==> src/rtl/custom_axi_ip_regs.sv <==
// AXI4-Lite register front-end for the custom_axi_ip core: operand/start control,
// registered core results, sticky DONE/ERR flags and a level interrupt.
module custom_axi_ip_regs #(
  parameter int DATA_WIDTH = 32,
  parameter int ADDR_WIDTH = 4
) (
  input  logic                    clk_i,
  input  logic                    rst_i,
  input  logic [ADDR_WIDTH-1:0]   s_axi_awaddr,
  input  logic                    s_axi_awvalid,
  output logic                    s_axi_awready,
  input  logic [DATA_WIDTH-1:0]   s_axi_wdata,
  input  logic [DATA_WIDTH/8-1:0] s_axi_wstrb,
  input  logic                    s_axi_wvalid,
  output logic                    s_axi_wready,
  output logic [1:0]              s_axi_bresp,
  output logic                    s_axi_bvalid,
  input  logic                    s_axi_bready,
  input  logic [ADDR_WIDTH-1:0]   s_axi_araddr,
  input  logic                    s_axi_arvalid,
  output logic                    s_axi_arready,
  output logic [DATA_WIDTH-1:0]   s_axi_rdata,
  output logic [1:0]              s_axi_rresp,
  output logic                    s_axi_rvalid,
  input  logic                    s_axi_rready,
  output logic [15:0]             hw_din_o,
  output logic                    hw_enable_o,
  input  logic [15:0]             hw_dout_i,
  input  logic [1:0]              hw_enable_i,
  input  logic [1:0]              hw_status_i,
  output logic                    irq_o
);

  localparam logic [1:0] SEL_CTRL   = 2'd0;
  localparam logic [1:0] SEL_DIN    = 2'd1;
  localparam logic [1:0] SEL_DOUT   = 2'd2;
  localparam logic [1:0] SEL_STATUS = 2'd3;
  localparam logic [1:0] ST_IDLE    = 2'd0;
  localparam logic [1:0] ST_DONE    = 2'd2;
  localparam logic [1:0] ST_ERROR   = 2'd3;

  logic                  aw_held, w_held;
  logic [1:0]            aw_sel;
  logic [15:0]           w_data;
  logic [1:0]            w_strb;
  logic                  bvalid_q, rvalid_q;
  logic [1:0]            bresp_q;
  logic [DATA_WIDTH-1:0] rdata_q, rd_word;
  logic                  ie, done, err, hw_enable_q, irq_q;
  logic [15:0]           din, dout_q;
  logic [1:0]            status_q, enable_q;
  logic                  aw_hs, w_hs, ar_hs, do_write;
  logic                  start_cmd, done_set, done_clr, err_set, err_clr;
  logic                  unused_bits;

  // Handshake: a beat transfers on a rising clk_i edge where valid && ready.
  // Masters hold valid and payload stable until ready; responses (bvalid/rvalid)
  // hold their payload until the matching bready/rready completes the beat.
  assign s_axi_awready = !rst_i && !aw_held && !bvalid_q;
  assign s_axi_wready  = !rst_i && !w_held && !bvalid_q;
  assign s_axi_arready = !rst_i && !rvalid_q;
  assign aw_hs = s_axi_awvalid && s_axi_awready;
  assign w_hs  = s_axi_wvalid && s_axi_wready;
  assign ar_hs = s_axi_arvalid && s_axi_arready;

  // Both halves buffered: this is the single cycle in which registers update.
  assign do_write  = aw_held && w_held;
  assign start_cmd = do_write && (aw_sel == SEL_CTRL) && w_strb[0] && w_data[0];
  assign done_clr  = do_write && (aw_sel == SEL_STATUS) && w_strb[0] && w_data[4];
  assign err_clr   = do_write && (aw_sel == SEL_STATUS) && w_strb[0] && w_data[5];
  assign done_set  = (hw_status_i == ST_DONE) && (status_q != ST_DONE);
  assign err_set   = ((hw_status_i == ST_ERROR) && (status_q != ST_ERROR)) ||
                     (start_cmd && (status_q != ST_IDLE));

  assign s_axi_bvalid = bvalid_q;
  assign s_axi_bresp  = bresp_q;
  assign s_axi_rvalid = rvalid_q;
  assign s_axi_rdata  = rdata_q;
  assign s_axi_rresp  = 2'b00;
  assign hw_din_o     = din;
  assign hw_enable_o  = hw_enable_q;
  assign irq_o        = irq_q;

  assign unused_bits = &{1'b0, s_axi_wdata[DATA_WIDTH-1:16], s_axi_wstrb[DATA_WIDTH/8-1:2],
                         s_axi_awaddr[1:0], s_axi_araddr[1:0]};

  always_ff @(posedge clk_i or posedge rst_i) begin
    if (rst_i) begin
      aw_held  <= 1'b0;
      aw_sel   <= '0;
      w_held   <= 1'b0;
      w_data   <= '0;
      w_strb   <= '0;
      bvalid_q <= 1'b0;
      bresp_q  <= 2'b00;
    end else begin
      if (aw_hs) begin
        aw_held <= 1'b1;
        aw_sel  <= s_axi_awaddr[3:2];
      end
      if (w_hs) begin
        w_held <= 1'b1;
        w_data <= s_axi_wdata[15:0];
        w_strb <= s_axi_wstrb[1:0];
      end
      if (do_write) begin
        aw_held  <= 1'b0;
        w_held   <= 1'b0;
        bvalid_q <= 1'b1;
        bresp_q  <= (aw_sel == SEL_DOUT) ? 2'b10 : 2'b00;
      end else if (bvalid_q && s_axi_bready) begin
        bvalid_q <= 1'b0;
      end
    end
  end

  always_ff @(posedge clk_i or posedge rst_i) begin
    if (rst_i) begin
      ie          <= 1'b0;
      din         <= '0;
      done        <= 1'b0;
      err         <= 1'b0;
      hw_enable_q <= 1'b0;
      irq_q       <= 1'b0;
      dout_q      <= '0;
      status_q    <= '0;
      enable_q    <= '0;
    end else begin
      if (do_write && (aw_sel == SEL_CTRL) && w_strb[0]) ie <= w_data[1];
      if (do_write && (aw_sel == SEL_DIN)) begin
        if (w_strb[0]) din[7:0]  <= w_data[7:0];
        if (w_strb[1]) din[15:8] <= w_data[15:8];
      end
      // A set in the same cycle as a write-one-to-clear wins.
      done        <= done_set || (done && !done_clr);
      err         <= err_set || (err && !err_clr);
      hw_enable_q <= start_cmd;
      irq_q       <= done && ie;
      dout_q      <= hw_dout_i;
      status_q    <= hw_status_i;
      enable_q    <= hw_enable_i;
    end
  end

  always_comb begin
    rd_word = '0;
    case (s_axi_araddr[3:2])
      SEL_CTRL: rd_word[1]    = ie;
      SEL_DIN:  rd_word[15:0] = din;
      SEL_DOUT: rd_word[15:0] = dout_q;
      default:  rd_word[5:0]  = {err, done, enable_q, status_q};
    endcase
  end

  always_ff @(posedge clk_i or posedge rst_i) begin
    if (rst_i) begin
      rvalid_q <= 1'b0;
      rdata_q  <= '0;
    end else if (ar_hs) begin
      rvalid_q <= 1'b1;
      rdata_q  <= rd_word;
    end else if (rvalid_q && s_axi_rready) begin
      rvalid_q <= 1'b0;
    end
  end

endmodule
==> config.mk <==
export PLATFORM = sky130hd
export DESIGN_NAME = custom_axi_ip_regs
export DESIGN_NICKNAME = d
export VERILOG_FILES = /design/src/rtl/custom_axi_ip_regs.sv
export SDC_FILE = /design/constraint.sdc
export NUM_CORES = 1
export LEC_CHECK = 0
export BUFFER_PORTS_ARGS = -buffer_cell sky130_fd_sc_hd__buf_2
export CAP_MARGIN = 5
export CORE_UTILIZATION = 35
export DETAILED_ROUTE_END_ITERATION = 7
export GPL_TIMING_DRIVEN = 0
export PLACE_DENSITY = 0.7
export SLEW_MARGIN = 10
export SYNTH_ARGS = -nofsm -noshare
export SYNTH_HDL_FRONTEND = slang
export SYNTH_SLANG_ARGS = --single-unit
==> constraint.sdc <==
create_clock -name clk_i -period 2.7 [get_ports clk_i]
set_clock_uncertainty 0.15 [all_clocks]
set_input_delay 0.135 -clock clk_i [delete_from_list [all_inputs] [get_ports clk_i]]
set_output_delay 0.135 -clock clk_i [all_outputs]
set_load 0.02 [all_outputs]
Word-level counts from Yosys, hierarchy flattened
Cells that the tools add are included.

Input port bits: 71. Word-level logic and storage cells: 85. Register bits: 83. Output and inout port bits: 59.

Multiplexer cells: 13. Reductions and logical operators: 44. Equal/unequal tests: 9.

Operators by type and width (count): $logic_and 1x1->1 (25); $pmux 10 s2 (1); $pmux 4 s3 (1); $eq 2x2->1 const B (5); $reduce_bool 2->1 (5); $mux 1 (8); $logic_not 1->1 (7); $pmux 1 s3 (2); $eq 2x1->1 const B (2); $logic_not 2->1 (2); $ne 2x2->1 const B (2); $reduce_and 2->1 (2); $logic_or 1x1->1 (3); $mux 2 (1).

Logic depth before layout (Yosys ltp)
Word-level depth: 7. Mapped depth: 7. Mapped depth without buffers: 5.

Least setup slack after synthesis
No wires, ideal clock.

Kind: reg2reg. From: register bvalid_q, in the netlist s_axi_bvalid. To: register w_data[1]. Data required time: 2425 ps. Path buffers: 2. Setup slack: 843 ps. Data arrival time: 1582 ps. Clock period less this slack: 1857 ps. Library setup time: 125 ps. Cell stages (with the launch flop): 6. Cell sequence: dfrtp_1 -> nor3_2 -> and2_1 -> buf_6 -> buf_6 -> mux2_4.

Word-level cells in the longest chain between the ends: 3.

RTL lines: from (decl) (RTL line 46) `logic bvalid_q, rvalid_q;`; from (signal assigned) (RTL line 94) `bvalid_q <= 1'b0;`; from (signal assigned) (RTL line 109) `bvalid_q <= 1'b1;`; from (signal assigned) (RTL line 112) `bvalid_q <= 1'b0;`; $logic_not 1->1 (RTL line 60) `assign s_axi_wready = !rst_i && !w_held && !bvalid_q;`; $logic_and 1x1->1 (RTL line 60); via s_axi_wready (RTL line 15) `output logic s_axi_wready,`; $logic_and 1x1->1 (RTL line 63) `assign w_hs = s_axi_wvalid && s_axi_wready;`; to (signal assigned) (RTL line 103) `w_data <= s_axi_wdata[15:0];`; to (decl) (RTL line 44) `logic [15:0] w_data;`.

The timed path passes the listed nets, and every way through them passes these cells. A chain may end at the register's enable or synchronous reset.

Worst setup path in the final report
From: input rst_i. To: register w_data[3].

Word-level cells in the longest chain between the ends: 4.

RTL lines: from (decl) (RTL line 8) `input logic rst_i,`; $logic_not 1->1 (no source line); $logic_and 1x1->1 (2 in series) (RTL line 60); $logic_and 1x1->1 (RTL line 63).

Every way passes these cells.

==> metrics <==
Register-to-Register Setup Slack approximately 0.94 ns; Core Util, Final 0.5065; clock tree buffer depth 2; status finished clean; Synth Warn # 0; Final nets approximately 500; diode count 0; port bufs 88; LEAKAGE between 0.002 and 0.0025 uW; worst setup path category in -> reg; Avg Vias per Cell about 4.5; Pins Over Slew Limit 0; Synth area leaders dfrtp_1 (60%), mux2_2 (9.2%), buf_4 (4.2%), mux2_4 (4.0%), a22o_1 (2.6%); die width slightly above 100 um; Clock Sinks slightly above 80; crit end category register; Pwr Density roughly 830 nW/um^2; final setup fails 0; DRC viols 0; #FFs+latches synth 82; Setup Fix Bufs, Post-CTS 0; core footprint between 9000 and 10000 um^2; crit start category input port; setup TNS after final layout 0 ns; CTS tree yes; Pre-antenna DRT Iters 4; endpoints failing hold 0; Worst EP arrival between 1.5 and 2 ns; Final HPWL DP around 5.5 mm; post-route clock period utilization 0.6659; design area 4725 um^2; Initial Utilization 0.3663; share of cells above drive strength 1 0.4197; largest net degree at the start of global routing 50; Worst-Margin Slew approximately 0.56 ns; worst hold path endpoint aw_held$_DFFE_PP0P_; number of max-cap violations 0; commonest cells in the netlist dfrtp_1 (82), mux2_2 (28), buf_4 (19); row count 35; Req. time, crit path roughly 2.8 ns; P_sw between 1000 and 1500 uW; FILL cells 849; Int Power between 2000 and 3000 uW; Worst-path clk slew 0.08 ns; Root Driver clkbuf_8; share of the yosys chip area belonging to registers 0.6005; sequential power share 0.475; GRT Util Overall 0.1653; asr flop ratio synth 1.000; syn_area_per_cell roughly 14 um^2; H-tree depth reported by CTS 3; Primary FF master, synth dfrtp_1; Yosys cell types 38; Final Critical Period 1.798 ns; Peak VDD IR about 0.43 mV; first-pass GRT wire length about 12 mm; Critical R2R Launch aw_sel[1]$_DFFE_PP0P_; Hold Path Class in -> reg; clock share of power 0.202; largest area contributor in the netlist dfrtp_1; Post-Syn Area about 3400 um^2; total gr overflow 0; Clk Latency, worst-skew pair ~0.35 ns; routed wire length per instance ~14 um; final WL ~7.9 mm; initial antenna violation count 0; TritonCTS Buffers 9; RSZ-0062 raised after global routing false; reg-to-reg endpoint hw_din_o[2]$_DFFE_PP0P_; Reg2Reg Depth 4; switching share of total power 0.3479; hold path cells 3; Die ar. ~10000 um^2; Yosys top cell area share 0.6005; post-route ant nets 0; most common cell in the netlist dfrtp_1; CP startpoint rst_i; routability cong. between 0.7 and 0.8; DIE HEIGHT roughly 100 um; vias in the first global route 2422; initial drt markers 58; worst hold start s_axi_awvalid; EDFF count, synth 0; CP Max Fanout 10; fmax roughly 560 MHz; Cells after Synth 251; Area Overhead vs Synth 38.26%; Logic pwr share 0.323; Placement Cell Area roughly 4100 um^2; vias after detailed routing roughly 2400; Rel. slew slack 0.6281; Ports 130; total power about 3900 uW
==> worst max-delay path by stage <==
stage,endpoint,cells after the start
6_report,w_data[3]$_DFFE_PP0P_,7
5_1_grt,w_data[6]$_DFFE_PP0P_,7
4_1_cts,w_data[4]$_DFFE_PP0P_,7
3_5_place_dp,s_axi_rdata[5]$_DFFE_PP0P_,7
3_3_place_gp,s_axi_rdata[7]$_DFFE_PP0P_,2
2_1_floorplan,aw_held$_DFFE_PP0P_,1
==> cell type report <==
class / count / area [um^2] / area share
Sequential cell: 82 / 2052 / 0.4343
Multi-Input combinational cell: 146 / 1157 / 0.2450
Timing Repair Buffer: 132 / 898.4 / 0.1901
Buffer: 34 / 249.0 / 0.05270
Tap cell: 129 / 161.4 / 0.03416
Clock buffer: 10 / 127.6 / 0.02701
Clock inverter: 6 / 50.05 / 0.01059
Inverter: 7 / 28.78 / 0.006091
==> layout by cell type, fill, tap and decap left out, drive strengths merged, types with 3 or more instances in the layout <==
cell type      n
a22o          10
dfrtp         82
nand4          4
o21ai          6
and2           3
nand2         10
mux2          38
a22oi         10
o31ai          5
clkbuf        17
ha             4
inv            9
conb          19
a221oi         5
nor2          11
dlygate4sd3   43
buf          116
nor2b          6
==> critical path, cell delays in order <==
cell           delay [ns]
dlygate4sd3_1        0.53
buf_2                0.19
nor3_2               0.18
and2_1               0.16
buf_6                0.15
buf_6                0.20
mux2_4               0.32
==> sequential cells by signal, summed over array words and instances, names as in the netlist <==
register	count
dout_q	16
hw_din_o	16
s_axi_rdata	16
w_data	16
aw_sel	2
enable_q	2
status_q	2
w_strb	2
aw_held	1
done	1
err	1
hw_enable_o	1
ie	1
irq_o	1
s_axi_bresp	1
s_axi_bvalid	1
s_axi_rvalid	1
w_held	1
==> per-stage QoR <==
stage          worst slack (ns)  hold WS [ns]  cells
2_1_floorplan            0.3066       0.01643    269
3_3_place_gp            -0.7108       0.09437    486
3_5_place_dp             0.7741       0.09480    487
4_1_cts                  0.9080       0.01913    546
5_1_grt                  0.8484       0.01951    546
6_report                 0.9022       0.03226    546
==> repair_timing <==
action	in CTS	in global routing
hold buffers	43	0
gates resized for setup	0	0
endpoints found under the hold margin	76	0
==> metal layers <==
metal,track usage,share of wire,wire (um),vias to the layer above
met4,0.05351,0.013,101,0
li1,-,-,-,1172
met3,0.04438,0.054,428,11
met1,0.2219,0.46,3643,1178
met2,0.2608,0.47,3717,85
met5,0,0,0,-
==> cells by family after synthesis <==
kind of cell | share of synthesized area
AO/OA/AOI/OAI | 0.09703
adder cells (fa/ha/maj) | 0.01465
buffers and inverters | 0.08056
flip-flops | 0.6005
multiplexers | 0.1351
other | 0.001097
AND/OR/NAND/NOR | 0.07104
==> power by group through the flow <==
stage                     Sequential [uW]  Clock [uW]  Combinational [uW]
after floorplan                      2030           0                 665
after global placement               1880           0                1190
after detailed placement             1900           0                1230
after CTS                            1870         826                1280
after global routing                 1920         885                1380
final                                1870         797                1270
(Power assumes the default switching activity.)
